[config.mk]
export PLATFORM = sky130hd
export DESIGN_NAME = sqrt_arbiter
export DESIGN_NICKNAME = d
export VERILOG_FILES = /design/src/rtl/sqrt_arb_pkg.sv /design/src/rtl/sync_fifo.sv /design/src/rtl/sqrt_arbiter.sv
export SDC_FILE = /design/constraint.sdc
export NUM_CORES = 1
export LEC_CHECK = 0
export BUFFER_PORTS_ARGS = -buffer_cell sky130_fd_sc_hd__buf_2
export CAP_MARGIN = 30
export CORE_ASPECT_RATIO = 0.75
export CORE_MARGIN = 1.5
export CORE_UTILIZATION = 45
export DETAILED_ROUTE_END_ITERATION = 6
export GPL_ROUTABILITY_DRIVEN = 0
export GPL_TIMING_DRIVEN = 1
export SKIP_LAST_GASP = 1
export SYNTH_ARGS = -nofsm -noshare
export SYNTH_HDL_FRONTEND = slang
export SYNTH_SLANG_ARGS = --single-unit
[constraint.sdc]
create_clock -name s00_axis_aclk -period 6.5 [get_ports s00_axis_aclk]
set_clock_uncertainty 0.15 [all_clocks]
set_input_delay 0.325 -clock s00_axis_aclk [delete_from_list [all_inputs] [get_ports s00_axis_aclk]]
set_output_delay 0.325 -clock s00_axis_aclk [all_outputs]
set_load 0.02 [all_outputs]
[src/rtl/sqrt_arb_pkg.sv]
`default_nettype none
// ============================================================================
//  Module      : sqrt_arb_pkg
//  Description : Shared types and helpers for the square-root core arbiter.
//                NUM_REQ   - number of requesters sharing the core
//                req_id_t  - requester tag carried alongside each issued op
//                cnt_width - width of credit / outstanding counters
//  Revision    : 1.0 - initial release
// ============================================================================
package sqrt_arb_pkg;

    localparam int NUM_REQ = 2;

    typedef logic req_id_t;

    // Counter wide enough for every op the core can hold: both requesters'
    // credits together never exceed 2*depth.
    function automatic int cnt_width(input int depth);
        return $clog2(2 * depth) + 1;
    endfunction

endpackage : sqrt_arb_pkg
`default_nettype wire

[src/rtl/sync_fifo.sv]
`default_nettype none
// ============================================================================
//  Module      : sync_fifo
//  Description : Single-clock FIFO with a registered show-ahead head.
//                The head register always holds the oldest entry, so o_data
//                is valid whenever o_empty is low. A push into an empty FIFO
//                appears on the head one cycle later (no bypass). Push and
//                pop may coincide whenever the FIFO is non-empty.
//  Ports       : s00_axis_aclk   - clock
//                s00_axis_areset - synchronous active-high reset
//                i_push/i_data   - write side
//                i_pop           - consume head (ignored when empty)
//                o_data          - head entry
//                o_full/o_empty/o_count - occupancy status
//  Revision    : 1.0 - initial release
// ============================================================================
module sync_fifo #(
    parameter int DATA_WIDTH = 32,
    parameter int DEPTH      = 8
) (
    input  logic                         s00_axis_aclk,
    input  logic                         s00_axis_areset,
    input  logic                         i_push,
    input  logic [DATA_WIDTH-1:0]        i_data,
    input  logic                         i_pop,
    output logic [DATA_WIDTH-1:0]        o_data,
    output logic                         o_full,
    output logic                         o_empty,
    output logic [$clog2(DEPTH):0]       o_count
);

    localparam int AW = $clog2(DEPTH);
    localparam int CW = AW + 1;

    logic [DATA_WIDTH-1:0] r_mem [DEPTH];
    logic [AW-1:0]         r_wr_ptr;
    logic [AW-1:0]         r_rd_ptr;
    logic [CW-1:0]         r_count;
    logic [DATA_WIDTH-1:0] r_head;

    logic                  w_do_pop;
    logic                  w_do_push;
    logic [AW-1:0]         w_rd_next;

    assign w_do_pop  = i_pop && (r_count != '0);
    // When full, a push is still taken if the head is leaving this cycle.
    assign w_do_push = i_push && ((r_count != CW'(DEPTH)) || w_do_pop);
    assign w_rd_next = r_rd_ptr + AW'(1);

    always_ff @(posedge s00_axis_aclk) begin
        if (w_do_push) begin
            r_mem[r_wr_ptr] <= i_data;
        end
    end

    always_ff @(posedge s00_axis_aclk) begin
        if (s00_axis_areset) begin
            r_wr_ptr <= '0;
            r_rd_ptr <= '0;
            r_count  <= '0;
            r_head   <= '0;
        end else begin
            if (w_do_push) begin
                r_wr_ptr <= r_wr_ptr + AW'(1);
            end
            if (w_do_pop) begin
                r_rd_ptr <= w_rd_next;
            end
            case ({w_do_push, w_do_pop})
                2'b10:   r_count <= r_count + CW'(1);
                2'b01:   r_count <= r_count - CW'(1);
                default: r_count <= r_count;
            endcase
            // Head refill: the next-oldest entry is already in memory when
            // two or more are held; otherwise the incoming word becomes head.
            if (w_do_pop) begin
                if (r_count == CW'(1)) begin
                    if (w_do_push) begin
                        r_head <= i_data;
                    end
                end else begin
                    r_head <= r_mem[w_rd_next];
                end
            end else if ((r_count == '0) && w_do_push) begin
                r_head <= i_data;
            end
        end
    end

    assign o_data  = r_head;
    assign o_full  = (r_count == CW'(DEPTH));
    assign o_empty = (r_count == '0);
    assign o_count = r_count;

endmodule : sync_fifo
`default_nettype wire

[src/rtl/sqrt_arbiter.sv]
`default_nettype none
// ============================================================================
//  Module      : sqrt_arbiter
//  Description : Round-robin sharing of one in-order, non-stalling CORDIC
//                square-root core between two requesters. Each issue is
//                tagged with the requester ID; results are steered back via
//                per-requester result FIFOs. Credits (ops in flight plus
//                results held) stop a requester before its FIFO could
//                overflow, so no core result is ever dropped.
//  Ports       : s00_axis_aclk / s00_axis_areset - clock, sync reset
//                req{0,1}_*      - operand streams in (tready = grant)
//                rsp{0,1}_*      - result streams out
//                cordic_in_*     - operand to core (registered)
//                cordic_out_*    - result from core
//                outstanding     - ops issued, not yet returned by the core
//                err             - sticky: core result arrived with no tag
//  Revision    : 1.0 - initial release
// ============================================================================
module sqrt_arbiter
    import sqrt_arb_pkg::*;
#(
    parameter int DATA_WIDTH   = 32,
    parameter int RESULT_DEPTH = 8
) (
    input  logic                              s00_axis_aclk,
    input  logic                              s00_axis_areset,
    input  logic                              req0_tvalid,
    output logic                              req0_tready,
    input  logic [DATA_WIDTH-1:0]             req0_tdata,
    input  logic                              req1_tvalid,
    output logic                              req1_tready,
    input  logic [DATA_WIDTH-1:0]             req1_tdata,
    output logic                              rsp0_tvalid,
    input  logic                              rsp0_tready,
    output logic [DATA_WIDTH-1:0]             rsp0_tdata,
    output logic                              rsp1_tvalid,
    input  logic                              rsp1_tready,
    output logic [DATA_WIDTH-1:0]             rsp1_tdata,
    output logic                              cordic_in_tvalid,
    output logic [DATA_WIDTH-1:0]             cordic_in_tdata,
    input  logic                              cordic_out_tvalid,
    input  logic [DATA_WIDTH-1:0]             cordic_out_tdata,
    output logic [cnt_width(RESULT_DEPTH)-1:0] outstanding,
    output logic                              err
);

    localparam int CW        = cnt_width(RESULT_DEPTH);
    localparam int TAG_DEPTH = 2 * RESULT_DEPTH;
    localparam int RCW       = $clog2(RESULT_DEPTH) + 1;

    logic [NUM_REQ-1:0]    w_req_valid;
    logic [NUM_REQ-1:0]    w_eligible;
    logic [NUM_REQ-1:0]    w_grant;
    logic [NUM_REQ-1:0]    w_rsp_valid;
    logic [NUM_REQ-1:0]    w_rsp_ready;
    logic [NUM_REQ-1:0]    w_rsp_pop;
    logic [NUM_REQ-1:0]    w_res_push;
    logic [DATA_WIDTH-1:0] w_req_data [NUM_REQ];
    logic [DATA_WIDTH-1:0] w_rsp_data [NUM_REQ];
    logic [CW-1:0]         r_credit   [NUM_REQ];

    req_id_t               r_rr_ptr;
    logic                  w_issue;
    req_id_t               w_issue_id;
    logic                  w_tag_empty;
    logic [0:0]            w_tag_head;
    logic                  w_complete;

    logic                  w_unused_tag_full;
    logic [NUM_REQ-1:0]    w_unused_res_full;
    logic [RCW-1:0]        w_unused_res_count [NUM_REQ];

    assign w_req_valid   = {req1_tvalid, req0_tvalid};
    assign w_req_data[0] = req0_tdata;
    assign w_req_data[1] = req1_tdata;
    assign w_rsp_ready   = {rsp1_tready, rsp0_tready};

    // ------------------------------------------------------------------
    // Round-robin grant: on a tie, the requester not granted last wins.
    // ------------------------------------------------------------------
    always_comb begin
        w_grant = '0;
        if (&w_eligible) begin
            w_grant = (r_rr_ptr == req_id_t'(1)) ? 2'b01 : 2'b10;
        end else begin
            w_grant = w_eligible;
        end
    end

    assign w_issue    = |w_grant;
    assign w_issue_id = req_id_t'(w_grant[1]);

    assign req0_tready = w_grant[0];
    assign req1_tready = w_grant[1];

    always_ff @(posedge s00_axis_aclk) begin
        if (s00_axis_areset) begin
            cordic_in_tvalid <= 1'b0;
            cordic_in_tdata  <= '0;
            r_rr_ptr         <= req_id_t'(1);
            err              <= 1'b0;
        end else begin
            cordic_in_tvalid <= w_issue;
            if (w_issue) begin
                cordic_in_tdata <= w_req_data[w_issue_id];
                r_rr_ptr        <= w_issue_id;
            end
            // A result with no tag cannot be routed; it is dropped here.
            if (cordic_out_tvalid && w_tag_empty) begin
                err <= 1'b1;
            end
        end
    end

    // ------------------------------------------------------------------
    // Tag FIFO: one entry per op inside the core, in issue order.
    // ------------------------------------------------------------------
    assign w_complete = cordic_out_tvalid && !w_tag_empty;

    sync_fifo #(
        .DATA_WIDTH (1),
        .DEPTH      (TAG_DEPTH)
    ) u_tag_fifo (
        .s00_axis_aclk   (s00_axis_aclk),
        .s00_axis_areset (s00_axis_areset),
        .i_push          (w_issue),
        .i_data          (w_issue_id),
        .i_pop           (w_complete),
        .o_data          (w_tag_head),
        .o_full          (w_unused_tag_full),
        .o_empty         (w_tag_empty),
        .o_count         (outstanding)
    );

    // ------------------------------------------------------------------
    // Per-requester eligibility, credit and result FIFO.
    // ------------------------------------------------------------------
    for (genvar i = 0; i < NUM_REQ; i++) begin : g_req
        assign w_eligible[i] = w_req_valid[i] && !s00_axis_areset &&
                               (r_credit[i] < CW'(RESULT_DEPTH));
        assign w_res_push[i] = w_complete && (w_tag_head == 1'(i));
        assign w_rsp_pop[i]  = w_rsp_valid[i] && w_rsp_ready[i];

        always_ff @(posedge s00_axis_aclk) begin
            if (s00_axis_areset) begin
                r_credit[i] <= '0;
            end else begin
                case ({w_grant[i], w_rsp_pop[i]})
                    2'b10:   r_credit[i] <= r_credit[i] + CW'(1);
                    2'b01:   r_credit[i] <= r_credit[i] - CW'(1);
                    default: r_credit[i] <= r_credit[i];
                endcase
            end
        end

        logic w_res_empty;

        sync_fifo #(
            .DATA_WIDTH (DATA_WIDTH),
            .DEPTH      (RESULT_DEPTH)
        ) u_res_fifo (
            .s00_axis_aclk   (s00_axis_aclk),
            .s00_axis_areset (s00_axis_areset),
            .i_push          (w_res_push[i]),
            .i_data          (cordic_out_tdata),
            .i_pop           (w_rsp_pop[i]),
            .o_data          (w_rsp_data[i]),
            .o_full          (w_unused_res_full[i]),
            .o_empty         (w_res_empty),
            .o_count         (w_unused_res_count[i])
        );

        assign w_rsp_valid[i] = !w_res_empty;
    end

    assign rsp0_tvalid = w_rsp_valid[0];
    assign rsp0_tdata  = w_rsp_data[0];
    assign rsp1_tvalid = w_rsp_valid[1];
    assign rsp1_tdata  = w_rsp_data[1];

endmodule : sqrt_arbiter
`default_nettype wire
==> results.rst <==
.. list-table::
   :header-rows: 1

   * - Metric
     - Value
   * - Tightest Hold Check Type
     - primary input to flip-flop
   * - Port Buf Inserts
     - 209
   * - Area share of fa/ha/maj cells after synthesis
     - 1.28%
   * - Largest area contributor in the synthesized netlist
     - edfxtp_1
   * - Standard-cell rows
     - 78
   * - Maximum number of pins on one net before global-route repair
     - 81
   * - Flop and latch count out of synthesis
     - 671
   * - Net count, final
     - 2279
   * - Cell Int Power
     - 9.21 mW
   * - Launching point of the worst reg2reg path
     - g_req[1].u_res_fifo.o_count[0]
   * - Post-route cell area
     - 0.0327 mm^2
   * - Grt total ovfl
     - 0
   * - Clock network power share
     - 29.4%
   * - Net count after synthesis
     - 1982
   * - Commonest cells after routing, fill and taps aside
     - 538 x edfxtp_1, 291 x mux2i_1, 208 x buf_2
   * - Most common cell after layout, fill and taps aside
     - edfxtp_1
   * - Fraction of power consumed by combinational cells
     - 31.6%
   * - Die Span X
     - 288 um
   * - Worst hold path startpoint
     - cordic_out_tdata[23]
   * - Pwr Total
     - 13.8 mW
   * - Area of the core
     - 0.0603 mm^2
   * - Cells resized by post-CTS repair
     - 0
   * - Setup repair after global routing missed its margin
     - no
   * - Sum of negative setup slack
     - 0 ps
   * - DIE AREA
     - 0.0623 mm^2
   * - Worst-Skew Late Latency
     - 590 ps
   * - Final period util
     - 56.1%
   * - Post-placement cell count
     - 2780
   * - Detailed placement HPWL
     - 37900 um
   * - N_diodes
     - 0
   * - Register area share after synthesis
     - 68.8%
   * - Total global-route track usage
     - 21.0%
   * - Maximum number of buffers from clock root to sink
     - 3
   * - Power density over the cells
     - 423 mW/mm^2
   * - Mapped cell area
     - 0.0274 mm^2
   * - CTS tree
     - done
   * - Max Fanout on Critical Path
     - 33
   * - Endpoint arrival time on the critical path
     - 3840 ps
   * - Number of antenna violations at the first check in global routing
     - 0
   * - Async S/R FF share, synth
     - 0%
   * - Reg2reg path depth
     - 13
   * - Number of hold violations in the final report
     - 0
   * - Fraction of synthesized cell area in xor and xnor cells
     - 1.09%
   * - Slew @ Worst Pin
     - 993 ps
   * - Register-to-register path setup slack
     - 2920 ps
   * - Total wirelength of the detailed-routed design
     - 64800 um
   * - Clock slew at reported path FFs
     - 60 ps
   * - Unique cell type count in the Yosys netlist
     - 58
   * - Count of synthesis-stage warnings from yosys
     - 0
   * - DRC viols
     - 0
   * - Compound-cell area share of the yosys netlist
     - 8.21%
   * - Largest family of logic cells by synthesized area
     - multiplexers
   * - Root buffer selected by CTS
     - clkbuf_16
   * - Detailed-route via count
     - 16500
   * - Average wire per standard cell
     - 21.6 um
   * - Number of max-slew violations in the final report
     - 0
   * - Area of the multi-input gates
     - 0.00802 mm^2
   * - Post-layout minimum cycle time
     - 3650 ps
   * - Filler-free cell count of the finished design
     - 3004
   * - Leak pwr
     - 11.2 nW
   * - Switching power as a share of total power
     - 33.5%
   * - Ratio of cells with drive above 1 in the final layout
     - 19.8%
   * - Floorplan die height
     - 217 um
   * - Global-route wire length before repair
     - 99000 um
   * - Startpoint kind of the worst setup timing path
     - primary input
   * - CTS HTree Levels
     - 3
   * - Hold slack final
     - 32.7 ps
   * - Area growth from synthesis to layout
     - 19.6%
   * - Initial Util
     - 45.4%
   * - Max-cap violations
     - 0
   * - Capture point of the critical path
     - r_credit[1][4]
   * - Worst slack, placed
     - 2870 ps
   * - FF+latch area
     - 0.0188 mm^2
   * - Number of vias per cell
     - 5.50
   * - Endpoint class of the critical path
     - flip-flop
   * - Fraction of the mapped netlist area in simple logic gates
     - 6.95%
   * - Initial DRT Pass Iterations
     - 7
   * - Utilization of the core after routing
     - 54.3%
   * - Post-synthesis mux area share
     - 11.1%
   * - Final ANT Viol Nets
     - 0
   * - Synth area leaders
     - edfxtp_1 59%, mux2i_1 11%, dfxtp_1 9.7%
   * - DR iter-0 viols
     - 1121
   * - Switching component of the power
     - 4.64 mW
   * - Fraction of power consumed by sequential logic
     - 39.0%
   * - Synthesized area divided by synthesized cell count
     - 14.8 um^2
   * - Number of instances in the synthesized netlist
     - 1851
   * - Crit path from
     - s00_axis_areset
   * - Clk sinks
     - 671
   * - Count of flip-flops with a built-in enable after synthesis
     - 538
   * - Number of failing setup endpoints in the final timing report
     - 0
   * - Worst reg2reg path endpoint
     - r_credit[1][4]
   * - Max IR drop VDD
     - 0.266 mV
   * - Top-Level Pins
     - 210
   * - Top_reg_cell synth
     - edfxtp_1
   * - Slew HR
     - 33.8%
   * - Fillers
     - 4898
   * - Proportion of netlist area held by the largest area contributor
     - 59.1%
   * - Number of buffers added by the clock tree synthesis step
     - 68
   * - Crit path required time
     - 6690 ps
   * - Result of the run
     - finished, final reports clean
   * - Placed inst area
     - 0.0294 mm^2
   * - Via count of the first global-routing pass
     - 16400
   * - Type of the worst setup path
     - primary input to flip-flop
   * - Fmax
     - 274 MHz
   * - Minimum setup slack in the final design
     - 2850 ps
-- state kept, by name, indices dropped and copies added, names as in the netlist, 4 cells and up --
name	cells
cordic_in_tdata	32
g_req.u_res_fifo.o_count	8
g_req.u_res_fifo.o_data	64
g_req.u_res_fifo.r_mem	512
g_req.u_res_fifo.r_rd_ptr	6
g_req.u_res_fifo.r_wr_ptr	6
r_credit	10
u_tag_fifo.o_count	5
u_tag_fifo.r_mem	16
u_tag_fifo.r_rd_ptr	4
u_tag_fifo.r_wr_ptr	4
-- power by group through the flow --
stage / Combinational, mW / Sequential (mW) / Clock, mW
floorplan: 2.87 / 5.71 / 0
global placement: 4.22 / 5.47 / 0
detailed placement: 4.30 / 5.49 / 0
CTS: 4.37 / 5.40 / 4.16
global route: 4.74 / 5.45 / 4.35
finish: 4.37 / 5.40 / 4.08
-- cells in the mapped netlist, types with 17 or more instances --
cell,number
nand3b_1,32
o21ai_1,28
a22oi_1,128
ha_1,28
nor3_1,17
edfxtp_1,538
inv_1,21
nor2_1,125
mux2i_1,291
xor2_1,18
nand2_1,95
buf_2,38
a311oi_1,37
dfxtp_1,133
a311oi_2,27
a21oi_1,17
nand3_1,71
o21ai_0,19
clkbuf_1,65
-- layer usage --
layer / global-route usage [%] / routed length (um)
met4: 5.86 / 1480
met3: 3.43 / 3260
met1: 30.2 / 29900
met5: 0 / 0
met2: 33.0 / 30200
-- kinds of logic (layout without fill, tap and decap cells) --
logic type / count (synthesis) / after routing
buf+inv: 141 / 494
compound gates: 283 / 283
mux: 298 / 298
flops: 671 / 671
fa+ha+maj: 28 / 28
xor+xnor: 34 / 34
simple gates: 396 / 396
-- critical path: stages --
cell and delay (ps):
dlygate4sd3_1 550, buf_4 240, nor4b_1 660, a21oi_4 110, inv_1 80, ha_1 170, nor2b_1 540, xor2_1 140
ha_1 250, or2_2 280, a21oi_1 160, o21bai_1 90, xnor2_1 170, nor2_1 50
-- final cells by class --
| cell class | instances | share of cell area (%) |
|---|---|---|
| Sequential cell | 671 | 57.5 |
| Multi-Input combinational cell | 1039 | 24.5 |
| Timing Repair Buffer | 347 | 7.52 |
| Clock buffer | 87 | 5.74 |
| Tap cell | 800 | 3.06 |
| Clock inverter | 39 | 1.42 |
| Inverter | 21 | 0.241 |
-- repair_timing --
item	CTS	global route
hold buffers	96	0
setup buffers	0	0
hold endpoints to repair	553	0
-- how the worst min path moves through the flow --
stage	endpoint	slack [ps]	depth (start not counted)
floorplan	g_req[0].u_res_fifo.r_mem[0][0]	270	0
global placement	err	310	2
detailed placement	cordic_in_tdata[7]	320	2
CTS	g_req[1].u_res_fifo.r_mem[4][23]	4	1
global route	g_req[1].u_res_fifo.r_mem[6][23]	10	1
finish	g_req[0].u_res_fifo.r_mem[0][23]	30	1
No activity file was read; power rests on OpenSTA's default activity.
